[config.mk]
export PLATFORM = sky130hd
export DESIGN_NAME = vga_reg_shadow
export DESIGN_NICKNAME = d
export VERILOG_FILES = /design/src/rtl/vga_if_pkg.sv /design/src/rtl/vga_io_decode.sv /design/src/rtl/vga_reg_shadow.sv
export SDC_FILE = /design/constraint.sdc
export NUM_CORES = 1
export LEC_CHECK = 0
export ABC_AREA = 1
export BUFFER_PORTS_ARGS = -buffer_cell sky130_fd_sc_hd__buf_2
export CORE_MARGIN = 10
export CORE_UTILIZATION = 58
export DETAILED_ROUTE_END_ITERATION = 8
export HOLD_SLACK_MARGIN = 0.15
export PLACE_DENSITY = 0.84
export SETUP_SLACK_MARGIN = 0.2
export SYNTH_ARGS = -nofsm -noshare
export SYNTH_HDL_FRONTEND = slang
export SYNTH_SLANG_ARGS = --single-unit
[constraint.sdc]
create_clock -name clk -period 2.5 [get_ports clk]
set_input_delay 0.125 -clock clk [delete_from_list [all_inputs] [get_ports clk]]
set_output_delay 0.125 -clock clk [all_outputs]
set_load 0.01 [all_outputs]
[src/rtl/vga_if_pkg.sv]
// Shared encodings for the VGA register shadow: FSM states, CTRL bit layout
// and the CTRL register position relative to the staging window.
package vga_if_pkg;

   typedef enum logic [1:0] {
      ST_IDLE = 2'd0,
      ST_COPY = 2'd1,
      ST_DONE = 2'd2
   } state_t;

   // CTRL read layout
   localparam int CTRL_SEM    = 0;
   localparam int CTRL_BUSY   = 1;
   localparam int CTRL_MISSED = 2;
   localparam int CTRL_ERR    = 3;

   // CTRL write layout
   localparam int WR_SET_SEM  = 0;
   localparam int WR_CLR_ERR  = 1;

   // CTRL sits directly after the last staging register
   function automatic int ctrl_offset(input int num_regs);
      return num_regs;
   endfunction

endpackage

[src/rtl/vga_io_decode.sv]
// CPU I/O address decode for the shadow window: staging select (one-hot)
// plus CTRL read/write strobes; purely combinational.
module vga_io_decode
   import vga_if_pkg::*;
#(
   parameter int          ADDRESS_WIDTH = 16,
   parameter int          NUM_REGS      = 4,
   parameter int unsigned BASE_ADDR     = 16'h0040
) (
   input  logic [ADDRESS_WIDTH-1:0] i_addr,
   input  logic                     i_wr,
   input  logic                     i_rd,
   output logic                     o_stg_wr,
   output logic                     o_stg_rd,
   output logic [NUM_REGS-1:0]      o_stg_sel,
   output logic                     o_ctrl_wr,
   output logic                     o_ctrl_rd
);

   localparam logic [ADDRESS_WIDTH-1:0] L_BASE = ADDRESS_WIDTH'(BASE_ADDR);
   localparam logic [ADDRESS_WIDTH-1:0] L_CTRL = ADDRESS_WIDTH'(ctrl_offset(NUM_REGS));

   logic [ADDRESS_WIDTH-1:0] w_off;
   logic                     w_hit_stg;
   logic                     w_hit_ctrl;

   // Subtracting the base wraps addresses below the window to large offsets
   assign w_off = i_addr - L_BASE;

   always_comb begin
      o_stg_sel = '0;
      for (int k = 0; k < NUM_REGS; k++) begin
         o_stg_sel[k] = (w_off == ADDRESS_WIDTH'(k));
      end
   end

   assign w_hit_stg  = |o_stg_sel;
   assign w_hit_ctrl = (w_off == L_CTRL);

   assign o_stg_wr  = i_wr & w_hit_stg;
   assign o_stg_rd  = i_rd & w_hit_stg;
   assign o_ctrl_wr = i_wr & w_hit_ctrl;
   assign o_ctrl_rd = i_rd & w_hit_ctrl;

endmodule

[src/rtl/vga_reg_shadow.sv]
// Double-buffered video registers: CPU stages values, then on a qualified
// frame start they are streamed out one per cycle with a one-hot load strobe.
module vga_reg_shadow
   import vga_if_pkg::*;
#(
   parameter int          DATA_WIDTH    = 16,
   parameter int          ADDRESS_WIDTH = 16,
   parameter int          NUM_REGS      = 4,
   parameter int unsigned BASE_ADDR     = 16'h0040,
   parameter int          COMMIT_MODE   = 1
) (
   input  logic                        clk,
   input  logic                        rst,
   input  logic [ADDRESS_WIDTH-1:0]    cpu_addr,
   input  logic [DATA_WIDTH-1:0]       cpu_din,
   input  logic                        io_wr,
   input  logic                        io_rd,
   input  logic                        screenbegin,
   output logic [DATA_WIDTH-1:0]       cpu_dout,
   output logic [DATA_WIDTH-1:0]       reg_data,
   output logic [$clog2(NUM_REGS)-1:0] reg_idx,
   output logic [NUM_REGS-1:0]         en,
   output logic                        sem,
   output logic                        busy,
   output logic                        frame_done
);

   localparam int              IW     = $clog2(NUM_REGS);
   localparam logic [IW-1:0]   L_LAST = IW'(NUM_REGS - 1);

   logic                  w_stg_wr, w_stg_rd, w_ctrl_wr, w_ctrl_rd;
   logic [NUM_REGS-1:0]   w_stg_sel;

   state_t                r_state, w_state_nxt;
   logic [IW-1:0]         r_idx, w_idx_nxt, w_idx_inc;
   logic [NUM_REGS-1:0]   r_en, w_en_nxt;
   logic                  r_done, w_done_nxt;
   logic [DATA_WIDTH-1:0] r_data, w_data_nxt;
   logic [DATA_WIDTH-1:0] r_stg [NUM_REGS];
   logic                  r_sem, r_err, r_missed;
   logic [DATA_WIDTH-1:0] r_dout;
   logic [DATA_WIDTH-1:0] w_stg_rdat, w_ctrl_rdat;
   logic                  w_busy, w_start;

   vga_io_decode #(
      .ADDRESS_WIDTH (ADDRESS_WIDTH),
      .NUM_REGS      (NUM_REGS),
      .BASE_ADDR     (BASE_ADDR)
   ) u_decode (
      .i_addr    (cpu_addr),
      .i_wr      (io_wr),
      .i_rd      (io_rd),
      .o_stg_wr  (w_stg_wr),
      .o_stg_rd  (w_stg_rd),
      .o_stg_sel (w_stg_sel),
      .o_ctrl_wr (w_ctrl_wr),
      .o_ctrl_rd (w_ctrl_rd)
   );

   assign w_busy    = (r_state != ST_IDLE);
   assign w_start   = screenbegin && (r_state == ST_IDLE) && ((COMMIT_MODE == 0) || r_sem);
   assign w_idx_inc = r_idx + IW'(1);

   always_comb begin
      w_state_nxt = r_state;
      w_idx_nxt   = r_idx;
      w_en_nxt    = '0;
      w_done_nxt  = 1'b0;
      w_data_nxt  = r_data;
      case (r_state)
         ST_IDLE: begin
            if (w_start) begin
               w_state_nxt = ST_COPY;
               w_idx_nxt   = '0;
               w_en_nxt    = NUM_REGS'(1);
               w_data_nxt  = r_stg[0];
            end
         end
         ST_COPY: begin
            if (r_idx == L_LAST) begin
               w_state_nxt = ST_DONE;
               w_done_nxt  = 1'b1;
            end else begin
               w_idx_nxt  = w_idx_inc;
               w_en_nxt   = NUM_REGS'(1) << w_idx_inc;
               w_data_nxt = r_stg[w_idx_inc];
            end
         end
         ST_DONE: w_state_nxt = ST_IDLE;
         default: w_state_nxt = ST_IDLE;
      endcase
   end

   always_ff @(posedge clk or negedge rst) begin
      if (!rst) begin
         r_state <= ST_IDLE;
         r_idx   <= '0;
         r_en    <= '0;
         r_done  <= 1'b0;
         r_data  <= '0;
      end else begin
         r_state <= w_state_nxt;
         r_idx   <= w_idx_nxt;
         r_en    <= w_en_nxt;
         r_done  <= w_done_nxt;
         r_data  <= w_data_nxt;
      end
   end

   always_comb begin
      w_stg_rdat = '0;
      for (int k = 0; k < NUM_REGS; k++) begin
         if (w_stg_sel[k]) w_stg_rdat = w_stg_rdat | r_stg[k];
      end
      w_ctrl_rdat              = '0;
      w_ctrl_rdat[CTRL_SEM]    = r_sem;
      w_ctrl_rdat[CTRL_BUSY]   = w_busy;
      w_ctrl_rdat[CTRL_MISSED] = r_missed;
      w_ctrl_rdat[CTRL_ERR]    = r_err;
   end

   always_ff @(posedge clk or negedge rst) begin
      if (!rst) begin
         r_sem    <= 1'b0;
         r_err    <= 1'b0;
         r_missed <= 1'b0;
         r_dout   <= '0;
         for (int k = 0; k < NUM_REGS; k++) r_stg[k] <= '0;
      end else begin
         // A CPU set in the DONE cycle must survive the end-of-frame clear
         if (w_ctrl_wr && cpu_din[WR_SET_SEM]) r_sem <= 1'b1;
         else if (r_state == ST_DONE)          r_sem <= 1'b0;

         if (w_stg_wr && (r_sem || w_busy))     r_err <= 1'b1;
         else if (w_ctrl_wr && cpu_din[WR_CLR_ERR]) r_err <= 1'b0;

         if (screenbegin && w_busy) r_missed <= 1'b1;
         else if (w_ctrl_rd)        r_missed <= 1'b0;

         if (w_stg_wr && !r_sem && !w_busy) begin
            for (int k = 0; k < NUM_REGS; k++) begin
               if (w_stg_sel[k]) r_stg[k] <= cpu_din;
            end
         end

         if (w_ctrl_rd)     r_dout <= w_ctrl_rdat;
         else if (w_stg_rd) r_dout <= w_stg_rdat;
      end
   end

   assign cpu_dout   = r_dout;
   assign reg_data   = r_data;
   assign reg_idx    = r_idx;
   assign en         = r_en;
   assign sem        = r_sem;
   assign busy       = w_busy;
   assign frame_done = r_done;

endmodule

==> run metrics <==
WL met1 7351 um; Die Footprint 0.01465 mm^2; Clock H-tree levels 3; Worst Max-Slew Pin Slew between 0.7 and 0.8 ns; clock tree buffer depth 2; synthesized cell area 0.005919 mm^2; Yosys cell types 31; DRT Pass-1 Iters 5; post-synthesis sequential area ratio 45.66%; DRC Markers 0; total gr overflow 0; clock latency on the worst-skew pair 0.39 ns; largest cells by area after synthesis dfrtp_1 46%, nand2_1 16%, nand4_1 7.5%; input/output buffers 77; DRT iter0 DRCs 725; initial antenna violation count 0; Setup WS post-layout 0.6095 ns; top sig layer met4; crit end category flop; fin cells 961; first-pass GRT wire length 26810 um; YS warnings 0; total core area 0.009864 mm^2; Power per Cell Area 453.7 mW/mm^2; most common cell after layout, fill and taps aside nand2_1; leakage power 3.648 nW; Yosys top cell by area dfrtp_1; # IOs between 70 and 80; setup_tns 0 ns; status complete, no violations; Mapped Cells 746; antenna diode count 0; wire per inst between 15 and 20 um; fin crit share 75.62%; Filler cells between 800 and 900; crit-path max cell delay 0.36 ns; Rows 36; post-synth top area share between 40% and 50%; final net count roughly 870; Avg Inst Size Synth 7.935 um^2; dpl cells between 900 and 1000; GPL Wtd Cong 0.9030; DP HPWL 11830 um; Via density 5.795; WL final 16580 um; worst slack, placed slightly below 0.6 ns; Crit path required time between 2 and 3 ns; TritonCTS Buffers 9; DR WL met2 7142 um; Final Setup Violations 0; arrival time worst endpoint 2.18 ns; total power 3.038 mW; HP Class in -> reg; CTS sink cnt 108; Worst Path Max Fanout 34; Hold WS 0.1840 ns; CP most frequent cell inv_1; Slew Limit Fails 0; peak supply drop 0.2944 mV; horizontal die dimension 121.0 um; critical path type reg -> reg; Final Hold Vio Count 0; MaxCap Viol Count 0; Antenna Nets Post-Route 0; Worst slew margin between 50% and 60%; largest net degree at the start of global routing 56; Initial Utilization ~60%; count of state elements after synthesis 108; Register Area 0.002703 mm^2; area taken by multi-input logic gates ~0.0027 mm^2; Total GRT Usage 22.65%; crit start category flop; area grow syn2layout 13.13%; clock root buffer clkbuf_8; crit-path cells buf_4 > ha_1 > nor2_2 > inv_1 > nand2_1 > inv_1 > nor3_1 > a211oi_1; CP max stage cell dfrtp_1; layout cell share with drive strength beyond 1 17.39%; Tmin final 1.890 ns; Vias 5569; Post-Syn Nets a little under 800; CTS tree built; setup clock skew after layout 0.01525 ns; commonest cells after routing, fill and taps aside 259 x nand2_1, 108 x dfrtp_1, 76 x buf_2; CTS clock-pin slew for the worst setup and hold paths ~0.10 ns; vias in the first global route 5082; max frequency 529.0 MHz; Post-CTS Resized 0; met3 WL post-DR 1883 um; RSZ-0062 raised after global routing false; Die H 121.0 um
## critical path: cells and delay by family, from the launching register on
| family | cells | cell delay [ns] |
|---|---|---|
| buffers and inverters | 3 | 0.73 |
| flip-flops | 1 | 0.36 |
| adder cells (fa/ha/maj) | 1 | 0.25 |
| AO/OA/AOI/OAI | 1 | 0.23 |
| AND/OR/NAND/NOR | 3 | 0.22 |
## through the flow
stage	area (um^2)	util, %
floorplan	5919	-
global placement	6305	63.91
detailed placement	6305	63.91
CTS	6696	67.88
global route	6696	67.88
finish	6696	67.88
## sequential cells by signal, summed over array words and instances, names as in the netlist
name / flops
r_err: 1
cpu_dout: 16
r_state: 2
r_missed: 1
frame_done: 1
r_stg: 64
reg_idx: 2
sem: 1
en: 4
reg_data: 16
## synthesized netlist by cell type
cell and number:
nand3_2 1, nand4_1 71, nand2_1 259, nand2_2 4
a21oi_1 4, nor2_8 3, inv_2 4, o21ai_1 12
a211oi_1 15, nor2_4 4, o22ai_1 11, dfrtp_1 108
o21ai_0 27, nand4_4 4, clkbuf_1 7, ha_1 5
inv_1 56, nor2_2 7, or2_2 3, clkinv_1 1
nor2_1 44, nand3_1 31, nand2_4 4, nor3_1 16
buf_6 14, nand3b_1 1, buf_4 3, o31ai_1 1
o21ai_2 2, a32o_1 4, buf_2 20
## cell families (layout without fill, tap and decap cells)
kind of cell | after synthesis | in the layout | share of synthesized area [%]
AND/OR/NAND/NOR | 452 | 452 | 36.44
flip-flops | 108 | 108 | 45.66
buffers and inverters | 105 | 187 | 9.047
AO/OA/AOI/OAI | 76 | 76 | 7.800
adder cells (fa/ha/maj) | 5 | 5 | 1.057
## where the power goes
part | switching, mW | internal, mW | leakage [nW] | total [mW]
logic | 0.0988 | 0.0559 | 2.05 | 0.155
clock network | 0.648 | 0.488 | 0.108 | 1.14
registers | 0.000667 | 1.75 | 1.49 | 1.75
## metal layers
metal,vias up,global-route usage (%)
met5,-,0
met4,0,6.712
met3,17,6.049
met2,301,31.97
met1,2630,33.03
li1,2621,-
## final timing paths
path	start	to	slack (ns)	depth (start not counted)
max	reg_idx[0]	reg_data[1]	0.61	8
min	io_wr	r_err	0.18	4
max reg2reg	reg_idx[0]	reg_data[1]	0.61	8
min reg2reg	r_stg[12]	r_stg[12]	0.50	2
max in group asynchronous	rst	reg_data[11]	1.45	3
min in group asynchronous	rst	r_missed	0.33	2
## what timing repair did
| item | 4_1_cts | 5_1_grt |
|---|---|---|
| hold buffers | 18 | 0 |
| buffers inserted | 0 | 0 |
| endpoints found under the hold margin | 121 | 0 |
## cell type report
| type | instances | share of cell area [%] |
|---|---|---|
| timing repair buffer | 110 | 10.54 |
| tap | 133 | 2.485 |
| inverter | 61 | 3.419 |
| clock inverter | 7 | 1.308 |
| sequential | 108 | 40.36 |
| multi-input combinational | 533 | 40.04 |
| clock buffer | 9 | 1.850 |
Power figures use the tool's default switching activity.
